$ cat src/rtl/sad_line_accumulator_pkg.sv
// Shared sizing, types and helpers for the template-matching SAD accumulator.
// The line SAD and window SAD widths are sized so that the largest possible sum still fits.
package sad_line_accumulator_pkg;

   localparam int PIXEL_SIZE    = 8;
   localparam int LINE_SIZE     = 8;
   localparam int NUM_TEMPLATES = 4;
   localparam int TEMPLATE_ROWS = 8;

   localparam int LSAD_W = PIXEL_SIZE + $clog2(LINE_SIZE);
   localparam int ACC_W  = LSAD_W + $clog2(TEMPLATE_ROWS);
   localparam int IDX_W  = (NUM_TEMPLATES > 1) ? $clog2(NUM_TEMPLATES) : 1;
   localparam int ROW_W  = $clog2(TEMPLATE_ROWS + 1);

   typedef enum logic [1:0] {
      ST_IDLE  = 2'd0,
      ST_ACCUM = 2'd1,
      ST_FLUSH = 2'd2,
      ST_DONE  = 2'd3
   } sad_state_t;

   typedef logic [PIXEL_SIZE-1:0]     pixel_t;
   typedef pixel_t [LINE_SIZE-1:0]    line_t;
   typedef line_t [NUM_TEMPLATES-1:0] tpl_lines_t;
   typedef logic [LSAD_W-1:0]         lsad_t;
   typedef logic [ACC_W-1:0]          acc_t;
   typedef acc_t [NUM_TEMPLATES-1:0]  sad_vec_t;

   // Both differences are formed and the borrow of one picks the non-negative result.
   function automatic pixel_t abs_diff(input pixel_t a, input pixel_t b);
      logic [PIXEL_SIZE:0] d_ab;
      logic [PIXEL_SIZE:0] d_ba;
      d_ab = {1'b0, a} - {1'b0, b};
      d_ba = {1'b0, b} - {1'b0, a};
      return d_ab[PIXEL_SIZE] ? d_ba[PIXEL_SIZE-1:0] : d_ab[PIXEL_SIZE-1:0];
   endfunction

endpackage

$ cat src/rtl/sad_line_accumulator_line_sad.sv
// Combinational SAD of one image line against one template line.
// The caller registers the result.
module line_sad
   import sad_line_accumulator_pkg::*;
(
   input  line_t i_img,
   input  line_t i_tpl,
   output lsad_t o_sad
);

   // Heap-ordered binary adder tree: leaves hold |I-T| per pixel, node i sums nodes 2i+1 and 2i+2.
   always_comb begin : adder_tree
      lsad_t node [2*LINE_SIZE-1];
      for (int i = 0; i < 2*LINE_SIZE-1; i++) begin
         node[i] = '0;
      end
      for (int p = 0; p < LINE_SIZE; p++) begin
         node[LINE_SIZE-1+p] = lsad_t'(abs_diff(i_img[p], i_tpl[p]));
      end
      for (int i = LINE_SIZE-2; i >= 0; i--) begin
         node[i] = node[2*i+1] + node[2*i+2];
      end
      o_sad = node[0];
   end

endmodule

$ cat src/rtl/sad_line_accumulator.sv
// Accumulates per-template line SADs over a window of TEMPLATE_ROWS lines, then
// reports every window total together with the index and value of the smallest one.
module sad_line_accumulator
   import sad_line_accumulator_pkg::*;
(
   input  logic                  CLK,
   input  logic                  RST_N,
   input  logic                  start,
   input  logic                  line_valid,
   input  line_t                 I_line,
   input  tpl_lines_t            T_line,
   output sad_vec_t              sad_out,
   output logic [IDX_W-1:0]      best_idx,
   output acc_t                  best_sad,
   output logic                  result_valid,
   output logic                  busy
);

   sad_state_t         r_state;
   sad_state_t         w_state_next;
   logic [ROW_W-1:0]   r_row_cnt;
   logic [ROW_W-1:0]   w_row_base;
   logic [ROW_W-1:0]   w_row_next;
   logic               w_line_take;
   logic               w_last_line;

   lsad_t              w_lsad [NUM_TEMPLATES];
   lsad_t              r_lsad [NUM_TEMPLATES];
   logic               r_s1_valid;
   acc_t               r_acc  [NUM_TEMPLATES];

   logic [IDX_W-1:0]   w_min_idx;
   acc_t               w_min_sad;
   sad_vec_t           r_sad_out;
   logic [IDX_W-1:0]   r_best_idx;
   acc_t               r_best_sad;
   logic               r_result_valid;
   logic               r_busy;
   logic               w_load_result;

   for (genvar k = 0; k < NUM_TEMPLATES; k++) begin : g_line_sad
      line_sad u_line_sad (
         .i_img (I_line),
         .i_tpl (T_line[k]),
         .o_sad (w_lsad[k])
      );
   end

   // A start always opens a fresh window, so a line arriving with it becomes row 0.
   always_comb begin
      w_line_take  = line_valid && (start || (r_state == ST_ACCUM));
      w_row_base   = start ? '0 : r_row_cnt;
      w_last_line  = w_line_take && (w_row_base == ROW_W'(TEMPLATE_ROWS - 1));
      w_row_next   = w_line_take ? (w_row_base + 1'b1) : w_row_base;
      w_state_next = r_state;
      if (start) begin
         w_state_next = w_last_line ? ST_FLUSH : ST_ACCUM;
      end else begin
         case (r_state)
            ST_IDLE:  w_state_next = ST_IDLE;
            ST_ACCUM: w_state_next = w_last_line ? ST_FLUSH : ST_ACCUM;
            ST_FLUSH: w_state_next = ST_DONE;
            ST_DONE:  w_state_next = ST_IDLE;
            default:  w_state_next = ST_IDLE;
         endcase
      end
   end

   always_ff @(posedge CLK or negedge RST_N) begin
      if (!RST_N) begin
         r_state   <= ST_IDLE;
         r_row_cnt <= '0;
      end else begin
         r_state   <= w_state_next;
         r_row_cnt <= w_row_next;
      end
   end

   // Stage 1 only marks lines that belong to the window; the last one is still in flight during FLUSH.
   always_ff @(posedge CLK or negedge RST_N) begin
      if (!RST_N) begin
         r_s1_valid <= 1'b0;
         for (int k = 0; k < NUM_TEMPLATES; k++) begin
            r_lsad[k] <= '0;
         end
      end else begin
         r_s1_valid <= w_line_take;
         for (int k = 0; k < NUM_TEMPLATES; k++) begin
            r_lsad[k] <= w_lsad[k];
         end
      end
   end

   always_ff @(posedge CLK or negedge RST_N) begin
      if (!RST_N) begin
         for (int k = 0; k < NUM_TEMPLATES; k++) begin
            r_acc[k] <= '0;
         end
      end else if (start) begin
         for (int k = 0; k < NUM_TEMPLATES; k++) begin
            r_acc[k] <= '0;
         end
      end else if (r_s1_valid) begin
         for (int k = 0; k < NUM_TEMPLATES; k++) begin
            r_acc[k] <= r_acc[k] + acc_t'(r_lsad[k]);
         end
      end
   end

   // Strict less-than keeps the earliest template on ties.
   always_comb begin
      w_min_idx = '0;
      w_min_sad = r_acc[0];
      for (int k = 1; k < NUM_TEMPLATES; k++) begin
         if (r_acc[k] < w_min_sad) begin
            w_min_sad = r_acc[k];
            w_min_idx = IDX_W'(k);
         end
      end
   end

   assign w_load_result = (r_state == ST_DONE) && !start;

   always_ff @(posedge CLK or negedge RST_N) begin
      if (!RST_N) begin
         r_sad_out      <= '0;
         r_best_idx     <= '0;
         r_best_sad     <= '0;
         r_result_valid <= 1'b0;
      end else begin
         r_result_valid <= w_load_result;
         if (w_load_result) begin
            for (int k = 0; k < NUM_TEMPLATES; k++) begin
               r_sad_out[k] <= r_acc[k];
            end
            r_best_idx <= w_min_idx;
            r_best_sad <= w_min_sad;
         end
      end
   end

   // Busy stays up through the result pulse and drops on the cycle after it.
   always_ff @(posedge CLK or negedge RST_N) begin
      if (!RST_N) begin
         r_busy <= 1'b0;
      end else if (start) begin
         r_busy <= 1'b1;
      end else if (r_result_valid) begin
         r_busy <= 1'b0;
      end
   end

   assign sad_out      = r_sad_out;
   assign best_idx     = r_best_idx;
   assign best_sad     = r_best_sad;
   assign result_valid = r_result_valid;
   assign busy         = r_busy;

endmodule

$ cat config.mk
export PLATFORM = sky130hd
export DESIGN_NAME = sad_line_accumulator
export DESIGN_NICKNAME = d
export VERILOG_FILES = /design/src/rtl/sad_line_accumulator_pkg.sv /design/src/rtl/sad_line_accumulator_line_sad.sv /design/src/rtl/sad_line_accumulator.sv
export SDC_FILE = /design/constraint.sdc
export NUM_CORES = 2
export LEC_CHECK = 0
export BUFFER_PORTS_ARGS = -buffer_cell sky130_fd_sc_hd__buf_2
export CORE_MARGIN = 4
export CORE_UTILIZATION = 63
export CTS_BUF_LIST = sky130_fd_sc_hd__clkbuf_4
export CTS_CLUSTER_SIZE = 8
export DETAILED_ROUTE_END_ITERATION = 16
export PLACE_DENSITY = 0.83
export SYNTH_ARGS = -nofsm -noshare
export SYNTH_HDL_FRONTEND = slang
export SYNTH_SLANG_ARGS = --single-unit
$ cat constraint.sdc
create_clock -name CLK -period 8.3 [get_ports CLK]
set_input_delay 0.415 -clock CLK [delete_from_list [all_inputs] [get_ports CLK]]
set_output_delay 0.415 -clock CLK [all_outputs]
set_load 0.01 [all_outputs]
==> out/qor.yml <==
clk_pin_slew_ps: 160
root_buffer: "clkbuf_4"
grt_use_total_pct: 32.5
yosysTopAreaCellShare_pct: 25.5
viasPerCell: 5.77
met3_usage_pct: 3.01
cts_tree: "built"
worstSetupPathType: "reg2reg"
die_area_um2: 60900
die_h_um: 247
tightest_slew_ps: 1170
slew_headroom_pct: 21.9
timing.critical_path.to: "best_sad[3]$_DFFE_PN0P_"
hp-class: "in2reg"
fin_tns_setup_ps: 0
routabilityCongestion: 1.00
async_flop_share_pct: 100
ys.flop_type: "dfrtp_1"
use_met2_pct: 54.5
antenna_left: 0
synth_cells: 4269
grt_max_degree: 105
syn_avg_cell_area_um2: 8.41
dr.pass1.iters: 5
cellPowerDensity_nw_per_um2: 461
layout-drive-gt1-share_pct: 12.8
grt_remaining_overflow: 0
crit_family: "compound AO/OA/AOI/OAI gates"
leakage_nw: 21.5
dr.first_iter.drc_count: 2015
critPathBufInv: 1
drv_slew: 0
slowest_stage: "a211oi_4"
final_core_util_pct: 69.1
r2r-end: "best_sad[3]$_DFFE_PN0P_"
totalWireLength_um: 101000
cp.required_ps: 8780
grt-busiest-layer: "met2"
hold_buffers: 1
netlist_top_cells_count: "inv_1 (786), ha_1 (732), a21oi_1 (331), nand2_1 (267), xnor2_1 (263)"
io_buffers: 397
setup_violations: 0
clockBufferDepth: 2
post_cts_buffers: 0
synth_edf_count: 0
clk_latency_ps: 600
ff2ff_path_depth: 24
syn_nets: 5481
ys_seq_area_share_pct: 12.6
grt_pass1_vias: 30000
cts-resized-gates: 0
syn_area_um2: 35900
crit_chain: "inv_1 -> ha_1 -> a21o_1 -> a21o_1 -> a21oi_1 -> o41a_1 -> and2_1 -> a21oi_1 -> ha_1 -> a21oi_1 -> o21ai_0 -> o21ai_0 -> a211oi_1 -> a211oi_4 -> mux2_2 -> ha_1 -> a211oi_1 -> nor2_1 -> nor3_1 -> o21ai_0 -> a221oi_1 -> nor2b_1 -> or3_4 -> o211ai_1"
drt-wirelength-per-cell_um: 18.7
final_hold_viol_count: 0
cp_data_arrival_time_ps: 8010
vias: 31200
clock-sinks: 181
grtUsageMet1_pct: 44.2
ir_drop_mv: 0.757
fin_crit_ps: 7530
io_pins: 398
cts.htree.levels: 4
path_depth: 24
rrSetupSlack_ps: 770
initial_core_util_pct: 63.7
startpoint: "r_acc[53]$_DFFE_PN0P_"
finalCritPeriodShare_pct: 90.8
synth_cell_types: 69
critPathMaxStageDelay_ps: 800
cts_buffers: 17
area_growth_pct: 8.48
drv_cap: 0
rows: 87
holdPathStages: 2
drc: 0
synth_warnings: 0
core_um2: 56400
dp_hpwl_um: 87300
synth_most_common_cell: "inv_1"
grt_antenna_before_repair: 7
die_x_um: 247
skew_ps: 20.1
cp_max_fo: 17
fin_nets: 5843
synthTopCellsByArea: "ha_1 (26%), dfrtp_1 (13%), fa_1 (8.7%), inv_1 (8.2%), xnor2_1 (6.4%)"
rsz0062_at_grt: "false"
status: "finished clean"
yosysTopAreaCell: "ha_1"
synth-seq-cells: 181
crit-reg2reg-launch: "r_acc[53]$_DFFE_PN0P_"
worstSetupEndpointType: "flip-flop"
critPathLaunchType: "flip-flop"
fmax_ghz: 0.133
grt_first_pass_wirelength_um: 159000
## layout by cell type, fill, tap and decap left out, drive strengths merged, types with 9 or more instances in the layout
cell type / count
mux2: 102
buf: 406
a211oi: 18
a221oi: 9
fa: 156
nor2b: 47
a31oi: 49
a2111o: 9
o22ai: 27
a211o: 46
a22o: 10
o211ai: 31
a21o: 66
nand4: 11
o2bb2ai: 18
dfrtp: 181
ha: 732
mux2i: 165
a2111oi: 25
o21bai: 107
or2: 12
o21a: 25
nand3: 58
and2: 32
nand2b: 14
xnor2: 263
a21oi: 331
o21ai: 153
nand2: 267
and3: 36
nor2: 207
xor2: 89
nor3: 42
clkbuf: 17
inv: 794
a221o: 29
## through the flow
step / setup slack [ps] / power [mW] / std cells / area, um2 / hold slack (ps)
finish: 767 / 18.0 / 5406 / 38900 / 129
global placement: 1070 / 16.7 / 5367 / 38600 / 453
global route: 76.5 / 20.0 / 5406 / 38900 / 94.8
floorplan: 2350 / 13.5 / 4269 / 35900 / 119
CTS: 894 / 17.9 / 5400 / 38900 / 91.8
detailed placement: 940 / 17.3 / 5367 / 38600 / 458
## registers in the layout, summed over array words and instances (netlist names)
signal        cells
busy              1
r_acc            56
r_lsad           44
sad_out          56
r_state           2
r_row_cnt         4
best_sad         14
result_valid      1
best_idx          2
r_s1_valid        1
## worst min-delay path by stage
stage / start / end / slack (ps)
finish: line_valid / r_s1_valid$_DFF_PN0_ / 130
global route: line_valid / r_s1_valid$_DFF_PN0_ / 90
CTS: line_valid / r_s1_valid$_DFF_PN0_ / 90
detailed placement: sad_out[51]$_DFFE_PN0P_ / sad_out[51]$_DFFE_PN0P_ / 460
global placement: sad_out[51]$_DFFE_PN0P_ / sad_out[51]$_DFFE_PN0P_ / 450
floorplan: RST_N / best_idx[0]$_DFFE_PN0P_ / 120
## routing by layer
metal / vias up / part of all wire [%]
li1: 15200 / -
met1: 14800 / 43
met2: 1069 / 47
met3: 171 / 6.2
met4: 0 / 3.8
met5: - / 0
## where the power goes
| group | internal, mW | switching, mW |
|---|---|---|
| Clock | 0.163 | 0.338 |
| Sequential | 1.39 | 0.245 |
| Combinational | 6.67 | 9.16 |
## layout make-up
class	count	area [um2]
Clock buffer	17	128
Clock inverter	15	165
Timing Repair Buffer	407	2070
Sequential cell	181	4530
Multi-Input combinational cell	3237	28100
Tap cell	756	946
Fill cell	4743	17400
Antenna cell	6	15.0
Inverter	787	2950
## kinds of logic (layout without fill, tap and decap cells)
family          after synthesis  in the layout  synth area share, %
simple gates                743            743                 9.36
flops                       181            181                 12.6
mux                         267            267                 7.88
fa+ha+maj                   888            888                 34.2
other cells                   0              6                    0
compound gates              987            987                 18.3
xor+xnor                    352            352                 8.59
buf+inv                     851           1226                 9.04
Power figures use the tool's default switching activity.
